## config.mk

```make
export PLATFORM = sky130hd
export DESIGN_NAME = div_reservation_station_flat
export DESIGN_NICKNAME = d
export VERILOG_FILES = /design/src/rtl/div_reservation_station_if.sv /design/src/rtl/div_reservation_station.sv /design/src/flat_wrapper.sv
export SDC_FILE = /design/constraint.sdc
export NUM_CORES = 1
export LEC_CHECK = 0
export CAP_MARGIN = 40
export CORE_AREA = 2 2 212 214
export CTS_CLUSTER_DIAMETER = 120
export CTS_CLUSTER_SIZE = 40
export DETAILED_ROUTE_END_ITERATION = 12
export DIE_AREA = 0 0 214 216
export GPL_TIMING_DRIVEN = 0
export PLACE_DENSITY_LB_ADDON = 0.2
export SLEW_MARGIN = 30
export SYNTH_ARGS = -nofsm -noshare
export SYNTH_HDL_FRONTEND = slang
export SYNTH_SLANG_ARGS = --single-unit
```

## constraint.sdc

```tcl
create_clock -name clk -period 7.06 [get_ports clk]
set_input_delay 1.412 -clock clk [delete_from_list [all_inputs] [get_ports clk]]
set_output_delay 1.412 -clock clk [all_outputs]
set_load 0.01 [all_outputs]
```

## src/rtl/div_reservation_station_if.sv

```systemverilog
// Divide-control type plus the flush/dispatch/CDB/issue bundle of the divide reservation station.
// The master modport is the upstream/divider side; the slave modport is the reservation station.
package div_rs_pkg;
   typedef struct packed {
      logic is_signed;
      logic alter_ov;
      logic alter_cr0;
   } div_decode_t;
endpackage

interface div_reservation_station_if #(
   parameter int RS_ID_WIDTH = 5,
   parameter int DEPTH       = 4
);
   import div_rs_pkg::*;

   logic                       flush;
   logic                       dispatch_valid;
   logic                       dispatch_ready;
   logic [RS_ID_WIDTH-1:0]     dispatch_rs_id;
   logic                       dispatch_op1_valid;
   logic [31:0]                dispatch_op1_value;
   logic [RS_ID_WIDTH-1:0]     dispatch_op1_tag;
   logic                       dispatch_op2_valid;
   logic [31:0]                dispatch_op2_value;
   logic [RS_ID_WIDTH-1:0]     dispatch_op2_tag;
   logic [4:0]                 dispatch_result_reg_addr;
   div_decode_t                dispatch_control;
   logic                       cdb_valid;
   logic [RS_ID_WIDTH-1:0]     cdb_rs_id;
   logic [31:0]                cdb_result;
   logic                       issue_valid;
   logic                       issue_ready;
   logic [RS_ID_WIDTH-1:0]     issue_rs_id;
   logic [4:0]                 issue_result_reg_addr;
   logic [31:0]                issue_op1;
   logic [31:0]                issue_op2;
   div_decode_t                issue_control;
   logic [$clog2(DEPTH+1)-1:0] occupancy;

   modport master (
      output flush, dispatch_valid, dispatch_op1_valid, dispatch_op1_value, dispatch_op1_tag,
             dispatch_op2_valid, dispatch_op2_value, dispatch_op2_tag, dispatch_result_reg_addr,
             dispatch_control, cdb_valid, cdb_rs_id, cdb_result, issue_ready,
      input  dispatch_ready, dispatch_rs_id, issue_valid, issue_rs_id, issue_result_reg_addr,
             issue_op1, issue_op2, issue_control, occupancy
   );

   modport slave (
      input  flush, dispatch_valid, dispatch_op1_valid, dispatch_op1_value, dispatch_op1_tag,
             dispatch_op2_valid, dispatch_op2_value, dispatch_op2_tag, dispatch_result_reg_addr,
             dispatch_control, cdb_valid, cdb_rs_id, cdb_result, issue_ready,
      output dispatch_ready, dispatch_rs_id, issue_valid, issue_rs_id, issue_result_reg_addr,
             issue_op1, issue_op2, issue_control, occupancy
   );
endinterface

```

## src/rtl/div_reservation_station.sv

```systemverilog
// Reservation station feeding the divide unit: holds divw/divwu ops, snoops the CDB, issues lowest ready entry.
// Optional DIV_RS_CDB_FORWARD_EN: an entry woken by the current CDB broadcast issues in that same cycle.
module div_reservation_station #(
   parameter int RS_ID_WIDTH = 5,
   parameter int DEPTH       = 4,
   parameter int RS_BASE_ID  = 0
) (
   input logic                      clk,
   input logic                      rst,
   div_reservation_station_if.slave rs_if
);
   import div_rs_pkg::*;

   localparam int IDX_W = $clog2(DEPTH);
   localparam int OCC_W = $clog2(DEPTH + 1);

   typedef struct packed {
      logic                   busy;
      logic                   op1_rdy;
      logic [31:0]            op1_val;
      logic [RS_ID_WIDTH-1:0] op1_tag;
      logic                   op2_rdy;
      logic [31:0]            op2_val;
      logic [RS_ID_WIDTH-1:0] op2_tag;
      logic [4:0]             reg_addr;
      div_decode_t            control;
   } entry_t;

   entry_t           entry_q [DEPTH];
   entry_t           entry_d [DEPTH];
   logic [DEPTH-1:0] busy, cand, wake1, wake2;
   logic             alloc_found, sel_found;
   logic [IDX_W-1:0] alloc_idx, sel_idx;
   logic [OCC_W-1:0] occ;
   logic             disp_fire, issue_fire, disp_op1_hit, disp_op2_hit;

   always_comb begin : wakeup
      busy  = '0;
      cand  = '0;
      wake1 = '0;
      wake2 = '0;
      for (int i = 0; i < DEPTH; i++) begin
         busy[i]  = entry_q[i].busy;
         wake1[i] = entry_q[i].busy & ~entry_q[i].op1_rdy & rs_if.cdb_valid &
                    (entry_q[i].op1_tag == rs_if.cdb_rs_id);
         wake2[i] = entry_q[i].busy & ~entry_q[i].op2_rdy & rs_if.cdb_valid &
                    (entry_q[i].op2_tag == rs_if.cdb_rs_id);
`ifdef DIV_RS_CDB_FORWARD_EN
         cand[i]  = entry_q[i].busy & (entry_q[i].op1_rdy | wake1[i]) &
                    (entry_q[i].op2_rdy | wake2[i]);
`else
         cand[i]  = entry_q[i].busy & entry_q[i].op1_rdy & entry_q[i].op2_rdy;
`endif
      end
   end

   // Scanning downwards lets the lowest index win both the free-slot and the issue search.
   always_comb begin : select
      alloc_found = 1'b0;
      alloc_idx   = '0;
      sel_found   = 1'b0;
      sel_idx     = '0;
      occ         = '0;
      for (int i = DEPTH - 1; i >= 0; i--) begin
         // NOTE: blocking assignments in combinational logic; every output has a default above so no latch forms.
         if (!busy[i]) begin
            alloc_found = 1'b1;
            alloc_idx   = IDX_W'(i);
         end
         if (cand[i]) begin
            sel_found = 1'b1;
            sel_idx   = IDX_W'(i);
         end
         occ = occ + OCC_W'(busy[i]);
      end
   end

   assign rs_if.dispatch_ready        = alloc_found;
   assign rs_if.dispatch_rs_id        = RS_ID_WIDTH'(RS_BASE_ID) + RS_ID_WIDTH'(alloc_idx);
   assign rs_if.issue_valid           = sel_found;
   assign rs_if.issue_rs_id           = RS_ID_WIDTH'(RS_BASE_ID) + RS_ID_WIDTH'(sel_idx);
   assign rs_if.issue_result_reg_addr = entry_q[sel_idx].reg_addr;
   assign rs_if.issue_control         = entry_q[sel_idx].control;
   assign rs_if.occupancy             = occ;
`ifdef DIV_RS_CDB_FORWARD_EN
   assign rs_if.issue_op1 = wake1[sel_idx] ? rs_if.cdb_result : entry_q[sel_idx].op1_val;
   assign rs_if.issue_op2 = wake2[sel_idx] ? rs_if.cdb_result : entry_q[sel_idx].op2_val;
`else
   assign rs_if.issue_op1 = entry_q[sel_idx].op1_val;
   assign rs_if.issue_op2 = entry_q[sel_idx].op2_val;
`endif

   always_comb begin : next_state
      disp_fire    = rs_if.dispatch_valid & alloc_found;
      issue_fire   = sel_found & rs_if.issue_ready;
      disp_op1_hit = ~rs_if.dispatch_op1_valid & rs_if.cdb_valid &
                     (rs_if.dispatch_op1_tag == rs_if.cdb_rs_id);
      disp_op2_hit = ~rs_if.dispatch_op2_valid & rs_if.cdb_valid &
                     (rs_if.dispatch_op2_tag == rs_if.cdb_rs_id);
      for (int i = 0; i < DEPTH; i++) begin
         entry_d[i] = entry_q[i];
         if (wake1[i]) begin
            entry_d[i].op1_rdy = 1'b1;
            entry_d[i].op1_val = rs_if.cdb_result;
         end
         if (wake2[i]) begin
            entry_d[i].op2_rdy = 1'b1;
            entry_d[i].op2_val = rs_if.cdb_result;
         end
         if (issue_fire && sel_idx == IDX_W'(i)) entry_d[i].busy = 1'b0;
         // The allocated slot is never busy this cycle, so it cannot collide with the issuing one.
         if (disp_fire && alloc_idx == IDX_W'(i)) begin
            entry_d[i].busy     = 1'b1;
            entry_d[i].op1_rdy  = rs_if.dispatch_op1_valid | disp_op1_hit;
            entry_d[i].op1_val  = rs_if.dispatch_op1_valid ? rs_if.dispatch_op1_value : rs_if.cdb_result;
            entry_d[i].op1_tag  = rs_if.dispatch_op1_tag;
            entry_d[i].op2_rdy  = rs_if.dispatch_op2_valid | disp_op2_hit;
            entry_d[i].op2_val  = rs_if.dispatch_op2_valid ? rs_if.dispatch_op2_value : rs_if.cdb_result;
            entry_d[i].op2_tag  = rs_if.dispatch_op2_tag;
            entry_d[i].reg_addr = rs_if.dispatch_result_reg_addr;
            entry_d[i].control  = rs_if.dispatch_control;
         end
         if (rs_if.flush) entry_d[i].busy = 1'b0;
      end
   end

   always_ff @(posedge clk) begin
      for (int i = 0; i < DEPTH; i++) begin
         entry_q[i] <= entry_d[i];
         // NOTE: only the busy bit is reset; payload is don't-care until its entry is busy again.
         if (rst) entry_q[i].busy <= 1'b0;
      end
   end
endmodule

```

## src/flat_wrapper.sv

```systemverilog
// flat-port wrapper written by rule: the top's interface ports become plain ports
module div_reservation_station_flat import div_rs_pkg::*;
#(
   parameter int RS_ID_WIDTH = 5,
   parameter int DEPTH       = 4,
   parameter int RS_BASE_ID  = 0
)
  (clk, rst, rs_if_flush, rs_if_dispatch_valid, rs_if_dispatch_op1_valid, rs_if_dispatch_op1_value, rs_if_dispatch_op1_tag, rs_if_dispatch_op2_valid, rs_if_dispatch_op2_value, rs_if_dispatch_op2_tag, rs_if_dispatch_result_reg_addr, rs_if_dispatch_control, rs_if_cdb_valid, rs_if_cdb_rs_id, rs_if_cdb_result, rs_if_issue_ready, rs_if_dispatch_ready, rs_if_dispatch_rs_id, rs_if_issue_valid, rs_if_issue_rs_id, rs_if_issue_result_reg_addr, rs_if_issue_op1, rs_if_issue_op2, rs_if_issue_control, rs_if_occupancy);
  div_reservation_station_if #(.RS_ID_WIDTH(RS_ID_WIDTH), .DEPTH(DEPTH)) rs_if_i ();
  input logic clk;
  input logic rst;
  input wire logic [$bits(rs_if_i.flush)-1:0] rs_if_flush;
  input wire logic [$bits(rs_if_i.dispatch_valid)-1:0] rs_if_dispatch_valid;
  input wire logic [$bits(rs_if_i.dispatch_op1_valid)-1:0] rs_if_dispatch_op1_valid;
  input wire logic [$bits(rs_if_i.dispatch_op1_value)-1:0] rs_if_dispatch_op1_value;
  input wire logic [$bits(rs_if_i.dispatch_op1_tag)-1:0] rs_if_dispatch_op1_tag;
  input wire logic [$bits(rs_if_i.dispatch_op2_valid)-1:0] rs_if_dispatch_op2_valid;
  input wire logic [$bits(rs_if_i.dispatch_op2_value)-1:0] rs_if_dispatch_op2_value;
  input wire logic [$bits(rs_if_i.dispatch_op2_tag)-1:0] rs_if_dispatch_op2_tag;
  input wire logic [$bits(rs_if_i.dispatch_result_reg_addr)-1:0] rs_if_dispatch_result_reg_addr;
  input wire logic [$bits(rs_if_i.dispatch_control)-1:0] rs_if_dispatch_control;
  input wire logic [$bits(rs_if_i.cdb_valid)-1:0] rs_if_cdb_valid;
  input wire logic [$bits(rs_if_i.cdb_rs_id)-1:0] rs_if_cdb_rs_id;
  input wire logic [$bits(rs_if_i.cdb_result)-1:0] rs_if_cdb_result;
  input wire logic [$bits(rs_if_i.issue_ready)-1:0] rs_if_issue_ready;
  output wire logic [$bits(rs_if_i.dispatch_ready)-1:0] rs_if_dispatch_ready;
  output wire logic [$bits(rs_if_i.dispatch_rs_id)-1:0] rs_if_dispatch_rs_id;
  output wire logic [$bits(rs_if_i.issue_valid)-1:0] rs_if_issue_valid;
  output wire logic [$bits(rs_if_i.issue_rs_id)-1:0] rs_if_issue_rs_id;
  output wire logic [$bits(rs_if_i.issue_result_reg_addr)-1:0] rs_if_issue_result_reg_addr;
  output wire logic [$bits(rs_if_i.issue_op1)-1:0] rs_if_issue_op1;
  output wire logic [$bits(rs_if_i.issue_op2)-1:0] rs_if_issue_op2;
  output wire logic [$bits(rs_if_i.issue_control)-1:0] rs_if_issue_control;
  output wire logic [$bits(rs_if_i.occupancy)-1:0] rs_if_occupancy;
  assign rs_if_i.flush = rs_if_flush;
  assign rs_if_i.dispatch_valid = rs_if_dispatch_valid;
  assign rs_if_i.dispatch_op1_valid = rs_if_dispatch_op1_valid;
  assign rs_if_i.dispatch_op1_value = rs_if_dispatch_op1_value;
  assign rs_if_i.dispatch_op1_tag = rs_if_dispatch_op1_tag;
  assign rs_if_i.dispatch_op2_valid = rs_if_dispatch_op2_valid;
  assign rs_if_i.dispatch_op2_value = rs_if_dispatch_op2_value;
  assign rs_if_i.dispatch_op2_tag = rs_if_dispatch_op2_tag;
  assign rs_if_i.dispatch_result_reg_addr = rs_if_dispatch_result_reg_addr;
  assign rs_if_i.dispatch_control = rs_if_dispatch_control;
  assign rs_if_i.cdb_valid = rs_if_cdb_valid;
  assign rs_if_i.cdb_rs_id = rs_if_cdb_rs_id;
  assign rs_if_i.cdb_result = rs_if_cdb_result;
  assign rs_if_i.issue_ready = rs_if_issue_ready;
  assign rs_if_dispatch_ready = rs_if_i.dispatch_ready;
  assign rs_if_dispatch_rs_id = rs_if_i.dispatch_rs_id;
  assign rs_if_issue_valid = rs_if_i.issue_valid;
  assign rs_if_issue_rs_id = rs_if_i.issue_rs_id;
  assign rs_if_issue_result_reg_addr = rs_if_i.issue_result_reg_addr;
  assign rs_if_issue_op1 = rs_if_i.issue_op1;
  assign rs_if_issue_op2 = rs_if_i.issue_op2;
  assign rs_if_issue_control = rs_if_i.issue_control;
  assign rs_if_occupancy = rs_if_i.occupancy;
  div_reservation_station #(.RS_ID_WIDTH(RS_ID_WIDTH), .DEPTH(DEPTH), .RS_BASE_ID(RS_BASE_ID)) u_core (.clk(clk), .rst(rst), .rs_if(rs_if_i));
endmodule
```

==> qor.yml, run 1 <==
die-area_sq_um: 46220
crit_arrival_ns: 3.74
setup_viol: 0
yosys_register_bits: 340
netlist.area_leader.share_pct: 57.97
design_area_sq_um: 21050
multi_input_area_sq_um: 6628
grt_pass1_wl_um: 81390
ctsHtreeMaxLevel: 1
utilization_pct: 48.01
finalCritPeriodShare_pct: 73.04
synth_flop_cell: "edfxtp_1"
grt_pass1_vias: 12550
grt_max_degree: 42
initial_core_util_pct: 39.70
synth_area_leaders: "edfxtp_1 58%, mux2_2 15%, nand4_1 5.5%"
largest_register: "u_core.entry_q"
dr.pass1.iters: 5
ys_seq_area_share_pct: 58.43
placed_area_sq_um: 20610
grtUsageTotal_pct: 23.42
layout_common_cells: "336 x edfxtp_1, 239 x mux2_2, 200 x clkdlybuf4s50_1"
report.final.slew_viol_count: 0
netlist_instances: 1229
yosysTopAreaCell: "edfxtp_1"
fin_nets: 1647
drive_gt1_share_pct: 26.12
num_io_pins: 214
max_slew_margin_pct: 47.42
rsz0062_at_grt: "false"
yosys_warnings: 0
cts_sinks: 340
die_h_um: 216
place.gp.congestion: 0.7993
synth_edf_count: 336
synth.avg_cell_area_sq_um: 14.16
outcome: "finished clean"
drt_iter0_markers: 1055
cp-end-kind: "output port"
cts_buffer_depth: 3
max_slew.worst_pin.slew_ns: 0.7888
critPathMaxStageDelay_ns: 0.56
regArea_sq_um: 10170
clk_pin_slew_ns: 0.15
design.core.area_sq_um: 43840
p_leak_nw: 6.884
fmax_mhz: 193.9
ctsHoldBuffers: 0
root_buffer: "clkbuf_16"
area_growth_pct: 20.93
final_antenna_net_count: 0
peakVddDrop_uv: 149.6
cap_violations: 0
row_count: 77
slowest_stage: "buf_1"
io_buffers: 200
min_period_ns: 5.157
postCtsSetupBuffers: 0
wirelength_um: 55750
postSynth.asyncResetShare_pct: 0
layout_commonest_cell: "edfxtp_1"
cts-resized-gates: 0
grt-ovfl-total: 0
wl_per_cell_um: 26.38
path_max_fanout: 10
largest_registers: "u_core.entry_q: 340 flops"
ys_types: 35
viasPerCell: 5.865
clock_latency_ns: 0.53
drc_errors: 0
syn_area_sq_um: 17400
n_fill_cell: 3997
p_total_w: 0.003772
finalHoldViolCount: 0
hold_ws_ns: 0.6713
fin_worst_skew_ns: 0.04379
required_ns: 5.65
largest_reg_flops: 340
cts_tree: "done"
dp_hpwl_um: 39430
die_w_um: 214
path_class: "register to output port"
path_cells: "buf_2, buf_1, inv_1, ha_1, inv_1, fa_1, ha_1, clkdlybuf4s50_1"
num_vias: 12390
startpoint_type: "register"
antenna_found_initial: 3
hold_class: "register to register"
power_density_nw_per_um2: 179.2
cts_buffers: 13
## cells by family after synthesis
family | after synthesis | synth area share (%)
buffers and inverters | 136 | 3.940
DFF | 340 | 58.43
xor gates and xnor gates | 50 | 2.516
adders and majority gates | 5 | 0.4026
and+or+nand+nor | 198 | 6.794
AOI/OAI and AO/OA | 243 | 11.33
muxes | 256 | 16.56
other | 1 | 0.02155
## synthesized netlist by cell type, types with 13 or more instances
cell,count
nand2_1,13
mux2_2,239
mux2_1,17
buf_6,15
o2bb2ai_1,62
buf_2,32
edfxtp_1,336
o211a_1,72
clkbuf_1,70
nand4_1,154
o21ai_0,82
xnor2_1,42
## path summary, 6_finish.rpt
kind | slack [ns] | endpoint | depth (start not counted) | from
worst max-delay path | 1.90 | rs_if_occupancy[1] | 8 | u_core.entry_q[3][84]
worst max register to register | 3.26 | u_core.entry_q[2][67] | 12 | u_core.entry_q[3][84]
worst min-delay path | 0.67 | u_core.entry_q[0][83] | 1 | u_core.entry_q[0][83]
worst min register to register | 0.67 | u_core.entry_q[0][83] | 1 | u_core.entry_q[0][83]
## where the power goes
part	switching, W	leakage [nW]	internal (W)	total (W)
sequential	0.0000133	3.13	0.00227	0.00228
combinational	0.000203	3.56	0.000230	0.000433
clock	0.000658	0.198	0.000397	0.00105
total	0.000874	6.88	0.00290	0.00377
## worst max-delay path: cells and delay by family, from the launching register on
kind / cells / cell delay [ns]
fa+ha+maj: 3 / 1.03
flops: 1 / 0.55
buf+inv: 5 / 1.64
## through the flow
| stage | cells | setup WS, ns | setup TNS (ns) |
|---|---|---|---|
| after floorplan | 1234 | 1.149 | 0 |
| after global placement | 2026 | -2.819 | -630.38 |
| after detailed placement | 2091 | 2.517 | 0 |
| after CTS | 2111 | 1.933 | 0 |
| after global routing | 2113 | 1.807 | 0 |
| final | 2113 | 1.903 | 0 |
## final cells by class
cell class | instances | share of cell area [%]
Sequential cell | 340 | 48.32
Multi-Input combinational cell | 758 | 31.49
Timing Repair Buffer | 266 | 11.39
Tap cell | 592 | 3.519
Buffer | 128 | 3.115
Clock buffer | 14 | 1.563
Clock inverter | 6 | 0.4518
Inverter | 8 | 0.1427
Antenna cell | 1 | 0.01189
## layer usage
| layer | track usage (%) | wire (um) |
|---|---|---|
| met2 | 39.43 | 26680 |
| met1 | 32.03 | 24030 |
| met5 | 0 | 23 |
| met3 | 3.185 | 3807 |
| met4 | 5.734 | 1209 |
(Power assumes the default switching activity.)
==> run 2, diff against run 1 <==
==> constraint.sdc (replaced) <==
create_clock -name clk -period 4.58 [get_ports clk]
set_input_delay 0.916 -clock clk [delete_from_list [all_inputs] [get_ports clk]]
set_output_delay 0.916 -clock clk [all_outputs]
set_load 0.01 [all_outputs]
==> run 2 against run 1 <==
  * Clock-buffer cell count is 2 higher
  * Critical path depth stayed put
  * Worst setup slack worse by 1.8 ns
  * Combinational power is 56% higher
  * Power is 51% higher
  * Sequential cell count stayed put
  * First-iteration DRC count is 3.0% higher
  * Cell area hardly changed
  * Cell count is 1.4% lower
==> qor.yml, run 2 (synthesized netlist as in run 1, its figures left out) <==
outcome: "finished clean"
fin_nets: 1618  # -1.8%
max_slew.worst_pin.slew_ns: 0.8032  # +0.01445 ns
layout_commonest_cell: "edfxtp_1"
finalCritPeriodShare_pct: 97.49
largest_reg_flops: 340  # unchanged
place.gp.congestion: 0.8020  # +0.34%
min_period_ns: 4.465
finalHoldViolCount: 0  # unchanged
p_leak_nw: 6.859  # -0.37%
final_antenna_net_count: 0  # unchanged
fin_worst_skew_ns: 0.01796  # -0.02584 ns
clock_latency_ns: 0.52  # about the same
clk_pin_slew_ns: 0.15  # about the same
finalWorstSetupSlack_ns: 0.1150  # -1.788 ns
path_class: "register to output port"
ctsHoldBuffers: 0  # unchanged
diodes: 0  # -1
drc_errors: 0  # unchanged
rsz0062_at_grt: "false"
max_slew_margin_pct: 46.45  # -0.96 points
holdPathEnd: "u_core.entry_q[1][84]"
grtUsageTotal_pct: 23.42  # about the same
cap_violations: 0  # unchanged
drive_gt1_share_pct: 24.68  # -1.4 points
cts_buffer_depth: 3  # unchanged
num_vias: 12350  # -0.36%
cts_sinks: 340  # unchanged
rrSetupSlack_ns: 1.31  # -1.95 ns
n_fill_cell: 3931  # -1.7%
layout_common_cells: "336 x edfxtp_1, 239 x mux2_2, 200 x clkdlybuf4s50_1"
area_growth_pct: 21.01  # about the same
num_io_pins: 214  # unchanged
r2r_cells: 6  # -6
cp-end-kind: "output port"
io_buffers: 200  # unchanged
viasPerCell: 5.928  # +1.1%
startpoint_type: "register"
tns_ns: 0  # unchanged
antenna_found_initial: 1  # -2
dp_slack_ns: 0.4944  # -2.022 ns
slowest_stage: "dfxtp_1"
peakVddDrop_uv: 316.3  # +110%
path_cells: "buf_2, buf_2, inv_1, ha_1, inv_1, fa_1, ha_1, clkdlybuf4s50_1"
wl_per_cell_um: 26.66  # +1.0%
initial_core_util_pct: 39.70  # unchanged
largest_registers: "u_core.entry_q: 340 flops"
drt_iter0_markers: 1087  # +3.0%
p_total_w: 0.005686  # +51%
required_ns: 3.66  # -1.99 ns
die-area_sq_um: 46220  # unchanged
postCtsSetupBuffers: 0  # unchanged
worstHoldStart: "u_core.entry_q[1][84]"
reg2reg_from: "u_core.entry_q[2][84]"
cts_buffers: 12  # -1
ctsHtreeMaxLevel: 1  # unchanged
grt_max_degree: 42  # unchanged
critPathMaxStageDelay_ns: 0.59  # +0.03 ns
fmax_mhz: 224.0
root_buffer: "clkbuf_16"
crit_arrival_ns: 3.55  # -0.19 ns
report.final.slew_viol_count: 0  # unchanged
wirelength_um: 55530  # -0.40%
grt_pass1_vias: 12570  # +0.19%
design.core.area_sq_um: 43840  # unchanged
power_density_nw_per_um2: 270.0  # +51%
dp_hpwl_um: 39550  # +0.30%
grt-ovfl-total: 0  # unchanged
row_count: 77  # unchanged
grt_pass1_wl_um: 81830  # +0.54%
setup_viol: 0  # unchanged
cts_tree: "done"
dr.pass1.iters: 5  # unchanged
path_max_fanout: 10  # unchanged
largest_register: "u_core.entry_q"
hold_class: "register to register"
die_h_um: 216  # unchanged
die_w_um: 214  # unchanged
r2r_end: "u_core.entry_q[2][75]"
min_path_cells: 3  # +2
==> run 2: timing repair <==
action | in CTS | in global routing
pin swaps | 0 | 0
resized for setup | 1 | 4
setup endpoints to repair | 1 | 8
==> run 2: worst max-delay path by stage <==
stage / start / cells after the start / to
2_1_floorplan: rs_if_cdb_rs_id[1] / 4 / u_core.entry_q[0][13]
3_3_place_gp: rs_if_cdb_valid / 3 / u_core.entry_q[0][70]
3_5_place_dp: u_core.entry_q[3][84] / 8 / rs_if_occupancy[1]
4_1_cts: u_core.entry_q[1][45] / 6 / rs_if_issue_control[2]
5_1_grt: u_core.entry_q[2][84] / 6 / rs_if_issue_op1[2]
6_report: u_core.entry_q[3][84] / 8 / rs_if_occupancy[1]
==> run 2: final cells by class <==
cell class	count	area [sq um]	area share (%)
timing repair buffer	238	2377	11.29
clock buffer	16	336.6	1.598
inverter	8	30.03	0.1426
tap	592	740.7	3.517
sequential	340	10170	48.29
buffer	128	658.1	3.125
multi-input combinational	758	6723	31.92
clock inverter	3	25.02	0.1188
==> run 2: metal layers <==
layer  vias to the layer above  track usage [%]  wire [um]
met3                        66            2.734       3567
met5                         -                0         10
li1                       5446                -          -
met2                       516            39.69      26870
met4                         2            5.618       1106
met1                      6317            32.16      23970
==> run 2: worst max-delay path, delay by kind of cell, from the launching register on <==
family | cells | cell delay, ns
adders and majority gates | 3 | 1.01
DFF | 1 | 0.59
buffers and inverters | 5 | 1.43
==> run 2: report_power, final <==
part	switching [W]	internal [W]
sequential	0.0000212	0.00350
combinational	0.000317	0.000357
clock	0.000949	0.000540
total	0.00129	0.00440
==> run 2: stage by stage <==
stage	utilization, %	hold WS [ns]	instance area [sq um]	cells
floorplan	-	0.6705	17480	1234
global placement	46.14	0.7046	20230	2026
CTS	47.99	0.7297	21040	2082
detailed placement	47.17	0.7038	20680	2063
finish	48.04	0.7365	21060	2083
global route	48.04	0.7878	21060	2083
==> run 3, diff against run 2 <==
--- a/config.mk
+++ b/config.mk
@@ -6,11 +6,11 @@
 export NUM_CORES = 1
 export LEC_CHECK = 0
 export CAP_MARGIN = 40
-export CORE_AREA = 2 2 212 214
+export CORE_AREA = 2 2 188 190
 export CTS_CLUSTER_DIAMETER = 120
 export CTS_CLUSTER_SIZE = 40
 export DETAILED_ROUTE_END_ITERATION = 12
-export DIE_AREA = 0 0 214 216
+export DIE_AREA = 0 0 190 192
 export GPL_TIMING_DRIVEN = 0
 export PLACE_DENSITY_LB_ADDON = 0.2
 export SLEW_MARGIN = 30
==> run 3 against run 2 <==
  * Sequential power is essentially flat
  * Worst hold slack better by 0.011 ns
  * Clock skew is 0.018 ns higher
  * Non-clock buffer count is 3 lower
  * Wire length decreased by 7.0%
  * Via count grew 0.48%
  * First-iteration DRC count up 31%
  * Critical path type unchanged
  * Critical endpoint is now rs_if_issue_op1[2]
==> qor.yml, run 3 (synthesized netlist as in run 1, its figures left out) <==
cts_tree: "done"
cts_buffer_depth: 3  # unchanged
final_antenna_net_count: 0  # unchanged
clk_pin_slew_ns: 0.14  # about the same
hold_class: "register to register"
max_slew_margin_pct: 49.17  # +2.7 points
grtUsageTotal_pct: 27.74  # +4.3 points
dp_hpwl_um: 36300  # -8.2%
peakVddDrop_uv: 269.6  # -15%
grt_pass1_wl_um: 75840  # -7.3%
wl_per_cell_um: 26.55  # -0.40%
power_density_nw_per_um2: 274.7  # +1.8%
antenna_found_initial: 3  # +2
path_cells: "buf_2, clkbuf_1, nand4_1, o211a_1, o2bb2ai_1, clkdlybuf4s50_1"
path_max_fanout: 19  # +9
place.gp.congestion: 0.8476  # +5.7%
startpoint_type: "register"
largest_reg_flops: 340  # unchanged
ctsHtreeMaxLevel: 1  # unchanged
design_area_sq_um: 20860  # -0.97%
layout_common_cells: "336 x edfxtp_1, 239 x mux2_2, 200 x clkdlybuf4s50_1"
postCtsSetupBuffers: 0  # unchanged
grt-ovfl-total: 0  # unchanged
fin_cells: 1945  # -6.6%
slowest_stage: "clkdlybuf4s50_1"
wirelength_um: 51640  # -7.0%
design.core.area_sq_um: 34290  # -22%
path_class: "register to output port"
largest_register: "u_core.entry_q"
die-area_sq_um: 36480  # -21%
num_io_pins: 214  # unchanged
fin_nets: 1615  # -0.19%
dr.pass1.iters: 6  # +1
io_buffers: 200  # unchanged
cts_buffers: 12  # unchanged
rrSetupSlack_ns: 1.41  # +0.10 ns
die_h_um: 192  # -11%
p_total_w: 0.005730  # +0.78%
clock_latency_ns: 0.53  # about the same
min_path_cells: 3  # unchanged
placed_area_sq_um: 20450  # -1.1%
num_vias: 12410  # +0.48%
fin_worst_skew_ns: 0.03582  # +0.01786 ns
initial_core_util_pct: 50.76  # +11 points
ctsHoldBuffers: 0  # unchanged
layout_commonest_cell: "edfxtp_1"
report.final.slew_viol_count: 0  # unchanged
n_fill_cell: 2704  # -31%
cap_violations: 0  # unchanged
dp.cells: 1924  # -6.7%
setup_viol: 0  # unchanged
largest_registers: "u_core.entry_q: 340 flops"
crit_arrival_ns: 3.51  # -0.04 ns
finalWorstSetupSlack_ns: 0.1565  # +0.04151 ns
finalHoldViolCount: 0  # unchanged
holdPathEnd: "u_core.entry_q[1][84]"
worstHoldStart: "u_core.entry_q[1][84]"
reg2reg_from: "u_core.entry_q[2][84]"
p_leak_nw: 6.835  # -0.35%
rsz0062_at_grt: "false"
cts_sinks: 340  # unchanged
root_buffer: "clkbuf_16"
critPathMaxStageDelay_ns: 0.62  # +0.03 ns
cp-end-kind: "output port"
grt_pass1_vias: 12410  # -1.3%
row_count: 68  # -12%
r2r_cells: 6  # unchanged
drc_errors: 0  # unchanged
fmax_mhz: 226.1  # +0.94%
grt_max_degree: 42  # unchanged
outcome: "finished clean"
required_ns: 3.66  # about the same
hold_ws_ns: 0.7473  # +0.01082 ns
viasPerCell: 6.378  # +7.6%
min_period_ns: 4.423  # -0.04151 ns
max_slew.worst_pin.slew_ns: 0.7624  # -0.04081 ns
dp_slack_ns: 0.5677  # +0.07331 ns
finalCritPeriodShare_pct: 96.58  # -0.91 points
drt_iter0_markers: 1424  # +31%
r2r_end: "u_core.entry_q[2][71]"
die_w_um: 190  # -11%
area_growth_pct: 19.83
drive_gt1_share_pct: 24.46  # -0.22 points
run 3: cell count changes in the layout (fill, tap and decap cells not counted), moves of 2 or more:
cell / before / now
buf_16: 3 / 0
clkbuf_1: 71 / 73
buf_8: 1 / 3
diode_2: 0 / 2
buf_4: 34 / 32
run 3: timing repair:
item,CTS,global route
endpoints found under the hold margin,0,0
pin swaps,0,0
setup endpoints to repair,1,3
resized for setup,0,1
run 3: worst max-delay path by stage:
stage	startpoint	to	slack, ns
5_1_grt	u_core.entry_q[3][84]	rs_if_issue_op1[5]	0.08
4_1_cts	u_core.entry_q[1][45]	rs_if_issue_control[1]	0.03
6_report	u_core.entry_q[3][84]	rs_if_issue_op1[2]	0.16
3_3_place_gp	rs_if_cdb_valid	u_core.entry_q[0][66]	-1.30
3_5_place_dp	u_core.entry_q[3][84]	rs_if_occupancy[1]	0.57
2_1_floorplan	rs_if_cdb_rs_id[1]	u_core.entry_q[0][13]	0.72
run 3: critical path: cells and delay by family (launching register included):
family          cells  cell delay [ns]
flops               1             0.52
simple gates        1             0.16
compound gates      2             0.58
buf+inv             3             1.72
run 3: cell type report:
type / count / area [sq um] / area share [%]
sequential: 340 / 10170 / 48.76
multi-input combinational: 758 / 6723 / 32.23
timing repair buffer: 236 / 2321 / 11.13
buffer: 127 / 651.9 / 3.126
tap: 455 / 569.3 / 2.730
clock buffer: 16 / 336.6 / 1.614
clock inverter: 3 / 50.05 / 0.2400
inverter: 8 / 30.03 / 0.1440
antenna: 2 / 5.005 / 0.02400
run 3: metal layers:
layer / track usage [%] / part of all wire (%) / vias up
met5: 0 / 0.025 / -
met4: 8.169 / 2.8 / 2
met3: 3.819 / 8.4 / 87
met2: 47.39 / 49 / 648
met1: 37.02 / 40 / 6239
li1: - / - / 5430
run 3: report_power, final:
part           switching (W)  leakage [nW]  internal (W)
registers          0.0000216          3.13       0.00350
logic               0.000304          3.52      0.000353
clock network       0.000956         0.186      0.000593
run 3: per-stage QoR:
stage | util, % | TNS [ns]
floorplan | - | 0
global placement | 58.49 | -300.27
detailed placement | 59.64 | 0
CTS | 60.75 | 0
global route | 60.82 | 0
finish | 60.83 | 0
